--- src/rtl/mem_uart_tx_if.sv ---
// Bus between the output-image reader/UART transmitter and its host + output RAM.
// The slave side is the transmitter; the master side drives requests and RAM read data.
interface mem_uart_tx_if #(
  parameter int unsigned ADDR_W = 19,
  parameter int unsigned DATA_W = 8
);
  logic              start;
  logic [ADDR_W-1:0] base_add;
  logic [ADDR_W-1:0] num_bytes;
  logic [ADDR_W-1:0] mem_add;
  logic [DATA_W-1:0] mem_data;
  logic              tx;
  logic              busy;
  logic              done;

  modport slave (
    input  start, base_add, num_bytes, mem_data,
    output mem_add, tx, busy, done
  );

  modport master (
    output start, base_add, num_bytes, mem_data,
    input  mem_add, tx, busy, done
  );
endinterface

--- src/rtl/mem_uart_tx.sv ---
// Reads bytes back from the output-image RAM and sends them as 8N1 UART frames, LSB first.
// One RAM read per byte: address in FETCH, data captured at the end of WAIT.
module mem_uart_tx #(
  parameter int unsigned CLKS_PER_BIT = 434,
  parameter int unsigned ADDR_W       = 19,
  parameter int unsigned DATA_W       = 8
) (
  input logic          clk,
  input logic          reset,
  mem_uart_tx_if.slave bus_io
);
  localparam int unsigned BaudW = (CLKS_PER_BIT > 1) ? $clog2(CLKS_PER_BIT) : 1;
  localparam int unsigned BitW  = $clog2(DATA_W);
  localparam logic [BaudW-1:0] BaudMax = BaudW'(CLKS_PER_BIT - 1);
  localparam logic [BitW-1:0]  BitMax  = BitW'(DATA_W - 1);

  typedef enum logic [2:0] {
    StIdle, StFetch, StWait, StStart, StData, StStop, StNext
  } state_e;

  state_e            state_q, state_d;
  logic [ADDR_W-1:0] mem_add_q, mem_add_d;
  logic [ADDR_W-1:0] remaining_q, remaining_d;
  logic [DATA_W-1:0] shift_q, shift_d;
  logic [BitW-1:0]   bit_q, bit_d;
  logic [BaudW-1:0]  baud_q, baud_d;
  logic              tx_q, tx_d;
  logic              busy_q, busy_d;
  logic              done_q, done_d;
  logic              baud_last;

  assign baud_last = (baud_q == BaudMax);

  always_comb begin
    state_d     = state_q;
    mem_add_d   = mem_add_q;
    remaining_d = remaining_q;
    shift_d     = shift_q;
    bit_d       = bit_q;
    baud_d      = baud_q;
    busy_d      = busy_q;
    done_d      = 1'b0;

    unique case (state_q)
      StIdle: begin
        if (bus_io.start) begin
          if (bus_io.num_bytes != '0) begin
            mem_add_d   = bus_io.base_add;
            remaining_d = bus_io.num_bytes;
            busy_d      = 1'b1;
            state_d     = StFetch;
          end else begin
            done_d = 1'b1;
          end
        end
      end
      StFetch: state_d = StWait;
      StWait: begin
        shift_d = bus_io.mem_data;
        baud_d  = '0;
        state_d = StStart;
      end
      StStart: begin
        if (baud_last) begin
          baud_d  = '0;
          bit_d   = '0;
          state_d = StData;
        end else begin
          baud_d = baud_q + BaudW'(1);
        end
      end
      StData: begin
        if (baud_last) begin
          baud_d  = '0;
          shift_d = shift_q >> 1;
          if (bit_q == BitMax) begin
            state_d = StStop;
          end else begin
            bit_d = bit_q + BitW'(1);
          end
        end else begin
          baud_d = baud_q + BaudW'(1);
        end
      end
      StStop: begin
        if (baud_last) begin
          baud_d = '0;
          if (remaining_q == ADDR_W'(1)) begin
            done_d  = 1'b1;
            busy_d  = 1'b0;
            state_d = StIdle;
          end else begin
            state_d = StNext;
          end
        end else begin
          baud_d = baud_q + BaudW'(1);
        end
      end
      StNext: begin
        remaining_d = remaining_q - ADDR_W'(1);
        mem_add_d   = mem_add_q + ADDR_W'(1);
        state_d     = StFetch;
      end
      default: state_d = StIdle;
    endcase
  end

  // Line level follows the state being entered so tx itself can be a plain flop.
  always_comb begin
    tx_d = 1'b1;
    unique case (state_d)
      StStart: tx_d = 1'b0;
      StData:  tx_d = shift_d[0];
      default: tx_d = 1'b1;
    endcase
  end

  always_ff @(posedge clk) begin
    if (reset) begin
      state_q     <= StIdle;
      mem_add_q   <= '0;
      remaining_q <= '0;
      shift_q     <= '0;
      bit_q       <= '0;
      baud_q      <= '0;
      tx_q        <= 1'b1;
      busy_q      <= 1'b0;
      done_q      <= 1'b0;
    end else begin
      state_q     <= state_d;
      mem_add_q   <= mem_add_d;
      remaining_q <= remaining_d;
      shift_q     <= shift_d;
      bit_q       <= bit_d;
      baud_q      <= baud_d;
      tx_q        <= tx_d;
      busy_q      <= busy_d;
      done_q      <= done_d;
    end
  end

  assign bus_io.mem_add = mem_add_q;
  assign bus_io.tx      = tx_q;
  assign bus_io.busy    = busy_q;
  assign bus_io.done    = done_q;

endmodule

--- src/flat_wrapper.sv ---
// flat-port wrapper written by rule: the top's interface ports become plain ports
module mem_uart_tx_flat 
#(
  parameter int unsigned CLKS_PER_BIT = 434,
  parameter int unsigned ADDR_W       = 19,
  parameter int unsigned DATA_W       = 8
)
  (clk, reset, bus_io_start, bus_io_base_add, bus_io_num_bytes, bus_io_mem_data, bus_io_mem_add, bus_io_tx, bus_io_busy, bus_io_done);
  mem_uart_tx_if #(.ADDR_W(ADDR_W), .DATA_W(DATA_W)) bus_io_i ();
  input logic clk;
  input logic reset;
  input wire logic [$bits(bus_io_i.start)-1:0] bus_io_start;
  input wire logic [$bits(bus_io_i.base_add)-1:0] bus_io_base_add;
  input wire logic [$bits(bus_io_i.num_bytes)-1:0] bus_io_num_bytes;
  input wire logic [$bits(bus_io_i.mem_data)-1:0] bus_io_mem_data;
  output wire logic [$bits(bus_io_i.mem_add)-1:0] bus_io_mem_add;
  output wire logic [$bits(bus_io_i.tx)-1:0] bus_io_tx;
  output wire logic [$bits(bus_io_i.busy)-1:0] bus_io_busy;
  output wire logic [$bits(bus_io_i.done)-1:0] bus_io_done;
  assign bus_io_i.start = bus_io_start;
  assign bus_io_i.base_add = bus_io_base_add;
  assign bus_io_i.num_bytes = bus_io_num_bytes;
  assign bus_io_i.mem_data = bus_io_mem_data;
  assign bus_io_mem_add = bus_io_i.mem_add;
  assign bus_io_tx = bus_io_i.tx;
  assign bus_io_busy = bus_io_i.busy;
  assign bus_io_done = bus_io_i.done;
  mem_uart_tx #(.CLKS_PER_BIT(CLKS_PER_BIT), .ADDR_W(ADDR_W), .DATA_W(DATA_W)) u_core (.clk(clk), .reset(reset), .bus_io(bus_io_i));
endmodule
--- config.mk ---
export PLATFORM = sky130hd
export DESIGN_NAME = mem_uart_tx_flat
export DESIGN_NICKNAME = d
export VERILOG_FILES = /design/src/rtl/mem_uart_tx_if.sv /design/src/rtl/mem_uart_tx.sv /design/src/flat_wrapper.sv
export SDC_FILE = /design/constraint.sdc
export NUM_CORES = 1
export LEC_CHECK = 0
export BUFFER_PORTS_ARGS = -buffer_cell sky130_fd_sc_hd__buf_4
export CAP_MARGIN = 20
export CORE_MARGIN = 5
export CORE_UTILIZATION = 35
export CTS_CLUSTER_SIZE = 30
export DETAILED_ROUTE_END_ITERATION = 16
export GPL_ROUTABILITY_DRIVEN = 0
export REMOVE_ABC_BUFFERS = 1
export SYNTH_ARGS = -nofsm -noshare
export SYNTH_HDL_FRONTEND = slang
export SYNTH_SLANG_ARGS = --single-unit
--- constraint.sdc ---
create_clock -name clk -period 2.8 [get_ports clk]
set_clock_uncertainty 0.15 [all_clocks]
set_input_delay 0.28 -clock clk [delete_from_list [all_inputs] [get_ports clk]]
set_output_delay 0.28 -clock clk [all_outputs]
set_load 0.02 [all_outputs]
==> flow_metrics.py, run 1 <==
metrics = {
    "detailed_routing": {
        "ant_nets": 0,
        "vias": 3937,
        "wl_per_cell_um": 16.5,
        "first_pass_iters": 4,
        "drcViolationCount": 0,
        "routed_wl_um": 11200,
        "vias_per_cell": 5.80,
        "drt_iter0_drc": 270,
    },
    "place": {
        "place_area_um2": 4430,
        "io_buffers": 70,
        "place_ws_ns": 0.471,
        "post-dp-hpwl_um": 8010,
    },
    "cts": {
        "clock_latency_ns": 0.34,
        "clkTransAtPathRegs_ns": 0.07,
        "post_cts_buffers": 0,
        "cts_resized": 0,
        "clock_path_buffers": 2,
        "cts.sinks": 64,
        "hold_buffers": 0,
        "cts_tree": "built",
        "clock-root-buffer": "clkbuf_8",
        "htree_levels": 3,
        "cts_buffers": 9,
    },
    "logic_synthesis": {
        "postSynthCellCount": 471,
        "ys_seq_area_frac": 0.344,
        "synth_edf_count": 0,
        "synth.area.top_cells": "dfxtp_1 34%, a21oi_1 6.6%, nor2_1 4.8%, nand2_1 4.0%, nand3_1 2.8%",
        "synth_top_area_cell": "dfxtp_1",
        "ys_ff_latch": 64,
        "syn_area_um2": 3720,
        "synth-main-ff-cell": "dfxtp_1",
        "async_flop_share": 0,
        "ys_warn_count": 0,
        "synth.avg_cell_area_um2": 7.91,
        "ys_types": 66,
        "synth_top_area_share": 0.344,
    },
    "pwr": {
        "finalPower_mw": 2.67,
        "max-vdd-ir-drop_v": 0.000211,
        "p_leak_nw": 1.67,
        "power_density_nw_per_um2": 578,
    },
    "worst_setup_path": {
        "r2r_slack_ns": 0.45,
        "max_stage_delay_ns": 0.41,
        "worstPathMaxFanout": 28,
        "critical_path_class": "reg2reg",
        "critPathTopFamily": "compound AO/OA/AOI/OAI gates",
        "slowest_stage": "dfxtp_1",
        "startpoint_type": "flip-flop",
        "crit_required_ns": 2.88,
        "cp.arrival_ns": 2.43,
        "timing.critical_path.buf_inv": 1,
        "worstPathCellList": "nor3_2 > and2_1 > a21boi_2 > buf_12 > o21ai_1 > a2111oi_1",
        "cp-end-kind": "flip-flop",
    },
    "die": {
        "start_util": 0.359,
        "rows": 37,
        "ios": 71,
        "die_h_um": 113,
        "core_area_um2": 10400,
        "dieArea_um2": 12800,
        "dieWidth_um": 113,
    },
    "layout": {
        "utilization": 0.445,
        "diodes": 0,
        "area_delta_synth_final_pct": 23.9,
        "nets": 594,
        "final_layout_size_suffix_gt1_frac": 0.204,
        "final_area_um2": 4610,
    },
    "sta": {
        "fmax_ghz": 0.426,
        "timing.final.ws_setup_ns": 0.450,
        "min_period_ns": 2.35,
        "slew_headroom": 0.461,
        "tns_ns": 0,
        "maxSlewViolCount": 0,
        "finalHoldViolCount": 0,
        "rsz0062_at_grt": "no",
        "setup_viol": 0,
        "finalCritPeriodShare": 0.839,
        "tightest_slew_ns": 0.808,
    },
    "global_route": {
        "grt_pass1_wl_um": 18500,
        "grt_pass1_vias": 3665,
        "grt.overflow.total": 0,
        "grt_antenna_before_repair": 0,
        "grt.total_usage": 0.174,
        "grt_max_degree": 54,
    },
    "worst_hold_path": {
        "hp-class": "in2reg",
    },
    "run_status": {
        "status": "finished clean",
    },
    "flow_run": {
        "drv_cap": 0,
    },
}
-- through the flow --
stage	hold WS (ns)	cells
floorplan	0.199	444
global placement	0.291	663
detailed placement	0.297	663
CTS	0.0128	679
global route	0.0303	679
finish	0.0165	679
-- logic make-up after synthesis --
family | synth area share
buffers and inverters | 0.0437
AOI/OAI and AO/OA | 0.276
and+or+nand+nor | 0.302
adders and majority gates | 0.0235
DFF | 0.344
muxes | 0.0107
-- final timing paths --
kind	start	depth (start not counted)	to
min	bus_io_mem_data[7]	3	u_core.shift_q[7]
min reg2reg	u_core.shift_q[5]	2	u_core.shift_q[5]
max reg2reg	u_core.state_q[1]	6	u_core.bus_io.mem_add[17]
max	u_core.state_q[1]	6	u_core.bus_io.mem_add[17]
-- layout make-up --
cell class              count  area (µm²)
clock buffers              14         173
well taps                 136         170
multi-input cells         367        2280
flip-flops and latches     64        1280
repair buffers             83         648
inverters                  13        48.8
clock inverters             2        12.5
fillers                  1066        5760
-- state kept, by name (all words and copies together), names as in the netlist --
| name | count |
|---|---|
| u_core.baud_q | 9 |
| u_core.shift_q | 8 |
| u_core.bit_q | 3 |
| u_core.bus_io.tx | 1 |
| u_core.state_q | 3 |
| u_core.bus_io.mem_add | 19 |
| u_core.bus_io.done | 1 |
| u_core.bus_io.busy | 1 |
| u_core.remaining_q | 19 |
-- worst register-to-register path, cell delays in order (launching register included) --
cell	delay, ns
dfxtp_1	0.41
nor3_2	0.31
and2_1	0.27
a21boi_2	0.39
buf_12	0.23
o21ai_1	0.10
a2111oi_1	0.38
-- report_power, final --
part           switching, mW  internal [mW]  total [mW]
Combinational          0.442          0.335       0.777
Clock                  0.371          0.394       0.765
Sequential             0.119           1.01        1.12
Total                  0.932           1.73        2.67
-- synth_stat cells (7+ instances only) --
cell type / count
a22oi_1: 12
a21oi_1: 49
nand3b_1: 8
nor4_1: 13
ha_1: 7
nand2_1: 40
nand3_1: 21
inv_1: 13
a211oi_1: 9
nor2_1: 48
a31oi_1: 16
o21ai_0: 14
and3_1: 7
nor3_1: 17
dfxtp_1: 64
o21ai_1: 9
buf_2: 7
clkbuf_1: 18
-- layout by cell type (no fill, tap or decap), types with 3 or more instances in the layout --
cell and count:
and3b_1 3, o21ai_0 14, nor4_1 13, nor3_1 17, a21oi_1 49, o211ai_1 4, a31oi_1 16, a221oi_1 5
a41oi_1 3, a211oi_1 9, ha_1 7, o32ai_1 5, or3_1 4, or4_1 4, nor3b_1 3, nand4_1 4
and2_1 4, buf_4 81, nor2_1 48, mux2i_1 4, o311ai_1 3, and4_1 4, nand3_1 21, o22ai_1 5
dfxtp_1 64, o21ai_1 9, and3_1 7, nand2_1 40, inv_1 13, nand3b_1 8, clkbuf_8 12, a22oi_1 12
-- metal layers --
layer  global-route usage  share of wire  routed length (µm)  vias up
met5                    0              0                   0        -
met4               0.0529          0.011                 118        0
met3               0.0337          0.059                 661        9
met2                0.275           0.46                5150       99
met1                0.240           0.47                5280     1887
li1                     -              -                   -     1942
(Power assumes the default switching activity.)
==> run 2, diff against run 1 <==
ABC_AREA = 1   (was default)
clock period = 2.45 ns   (was 2.8 ns; I/O delays follow)
==> run 2 against run 1 <==
Compared with the run above: global-route usage down 0.63 points; synthesized cell count rose by 42%; total power up 45%; largest cell class unchanged; register-to-register slack got worse by 0.05 ns; synthesized area up 8.8%; critical path depth increased by 4; fmax increased by 15%.
==> flow_metrics.py, run 2 <==
metrics = {
    "worst_setup_path": {
        "cp.arrival_ns": 2.12,
        "r2r_slack_ns": 0.40,
        "startpoint_type": "flip-flop",
        "critical_path_class": "reg2reg",
        "startpoint": "u_core.bus_io.mem_add[0]",
        "cp-endpoint": "u_core.bus_io.mem_add[8]",
        "cp-end-kind": "flip-flop",
        "worstPathMaxFanout": 8,
        "rr_endpoint": "u_core.bus_io.mem_add[8]",
        "reg2regPathDepth": 10,
        "crit_required_ns": 2.52,
        "reg2reg_from": "u_core.bus_io.mem_add[0]",
    },
    "logic_synthesis": {
        "ys_warn_count": 0,
        "synth_edf_count": 0,
        "ys_ff_latch": 64,
        "synth_top_area_cell": "dfxtp_1",
        "async_flop_share": 0,
        "ys_seq_area_frac": 0.316,
        "synth_common_cells": "210 x nand2_1, 93 x nor2_1, 64 x dfxtp_1",
        "synth.area.top_cells": "dfxtp_1 32%, nand2_1 19%, nor2_1 8.6%, a21oi_1 6.2%, nand3_1 5.9%",
        "postSynthCellCount": 668,
        "synth_top_area_share": 0.316,
        "ys_types": 37,
        "synth-main-ff-cell": "dfxtp_1",
        "syn_area_um2": 4050,
        "synth.avg_cell_area_um2": 6.07,
        "synth_most_common_cell": "nand2_1",
    },
    "cts": {
        "cts_tree": "built",
        "cts_resized": 0,
        "clock_latency_ns": 0.33,
        "cts_buffers": 9,
        "htree_levels": 3,
        "cts.sinks": 64,
        "hold_buffers": 0,
        "clock_path_buffers": 2,
        "clock-root-buffer": "clkbuf_16",
        "post_cts_buffers": 0,
        "clkTransAtPathRegs_ns": 0.05,
    },
    "layout": {
        "seqCellArea_um2": 1280,
        "area_delta_synth_final_pct": 23.8,
        "fillers": 1206,
        "final_layout_size_suffix_gt1_frac": 0.153,
        "diodes": 0,
        "layout_common_cells": "210 x nand2_1, 93 x nor2_1, 75 x buf_4, 64 x dfxtp_1, 59 x inv_1",
        "multiInputGateArea_um2": 2400,
        "layout_commonest_cell": "nand2_1",
        "nets": 790,
    },
    "global_route": {
        "grt_antenna_before_repair": 0,
        "grt_max_degree": 49,
        "grt.total_usage": 0.168,
        "grt.overflow.total": 0,
        "grt_pass1_wl_um": 19500,
        "grt_pass1_vias": 4120,
    },
    "detailed_routing": {
        "drt_iter0_drc": 306,
        "first_pass_iters": 4,
        "wl_per_cell_um": 13.0,
        "routed_wl_um": 11500,
        "ant_nets": 0,
        "drcViolationCount": 0,
        "vias_per_cell": 4.96,
        "vias": 4374,
    },
    "sta": {
        "fmax_ghz": 0.488,
        "tightest_slew_ns": 0.495,
        "finalHoldViolCount": 0,
        "min_period_ns": 2.05,
        "setup_viol": 0,
        "slew_headroom": 0.670,
        "finalCritPeriodShare": 0.837,
        "timing.final.ws_setup_ns": 0.400,
        "rsz0062_at_grt": "no",
        "maxSlewViolCount": 0,
    },
    "die": {
        "dieArea_um2": 13800,
        "rows": 39,
        "dieWidth_um": 118,
        "die_h_um": 118,
        "ios": 71,
        "start_util": 0.357,
        "core_area_um2": 11400,
    },
    "worst_hold_path": {
        "hp-class": "in2reg",
    },
    "place": {
        "place_ws_ns": 0.120,
        "post-dp-hpwl_um": 8180,
        "io_buffers": 70,
    },
    "run_status": {
        "status": "finished clean",
    },
    "pwr": {
        "max-vdd-ir-drop_v": 0.000311,
        "finalPower_mw": 3.87,
        "p_leak_nw": 2.22,
        "power_density_nw_per_um2": 771,
    },
    "flow_run": {
        "drv_cap": 0,
    },
}
run 2: kinds of logic after synthesis:
logic type / after synthesis / synth area share
and+or+nand+nor: 393 / 0.406
AOI/OAI and AO/OA: 111 / 0.148
buffers and inverters: 85 / 0.0914
DFF: 64 / 0.316
xor gates and xnor gates: 7 / 0.0151
adders and majority gates: 7 / 0.0216
muxes: 1 / 0.00247
run 2: critical path, stage by stage (launching register included):
cell and delay, ns:
dfxtp_1 0.48, ha_1 0.24, nand3_1 0.16, nor2_2 0.23
nand2_1 0.09, nor2_1 0.23, nand3_1 0.09, o21ai_0 0.09
nand2_1 0.08, nand2_1 0.06, a21oi_1 0.04
run 2: cell type report:
type	instances	area share
Sequential cell	64	0.255
Clock buffer	13	0.0499
Clock inverter	3	0.0130
Inverter	63	0.0471
Timing Repair Buffer	77	0.120
Multi-Input combinational cell	519	0.479
Tap cell	143	0.0357
run 2: how the worst min path moves through the flow:
stage	from	to	slack (ns)	depth (start not counted)
2_1_floorplan	reset	u_core.baud_q[7]	0.16	1
5_1_grt	bus_io_mem_data[7]	u_core.shift_q[7]	0.03	3
3_3_place_gp	u_core.shift_q[7]	u_core.shift_q[7]	0.30	2
6_report	bus_io_mem_data[7]	u_core.shift_q[7]	0.03	3
4_1_cts	bus_io_mem_data[7]	u_core.shift_q[7]	0.03	3
3_5_place_dp	u_core.shift_q[1]	u_core.shift_q[1]	0.31	2
run 2: routing by layer:
layer  routed length [µm]  GRT usage  up-vias  share of wire
met2                 5320      0.272       95           0.46
met4                  153     0.0487        0          0.013
met1                 5420      0.221     1986           0.47
met5                    0          0        -              0
li1                     -          -     2280              -
met3                  601     0.0399       13          0.052
run 2: metrics by stage:
stage	instance area [µm²]	std cells	util	setup TNS [ns]	hold slack (ns)
2_1_floorplan	3920	646	-	-18.79	0.164
3_3_place_gp	4680	865	0.412	0	0.302
3_5_place_dp	4680	865	0.412	0	0.307
4_1_cts	5000	881	0.440	0	0.0286
5_1_grt	5020	882	0.441	0	0.0271
6_report	5020	882	0.441	0	0.0309
run 2: power by group:
part | switching, mW | internal [mW]
clock network | 0.464 | 0.918
logic | 0.699 | 0.439
registers | 0.162 | 1.18
total | 1.33 | 2.54
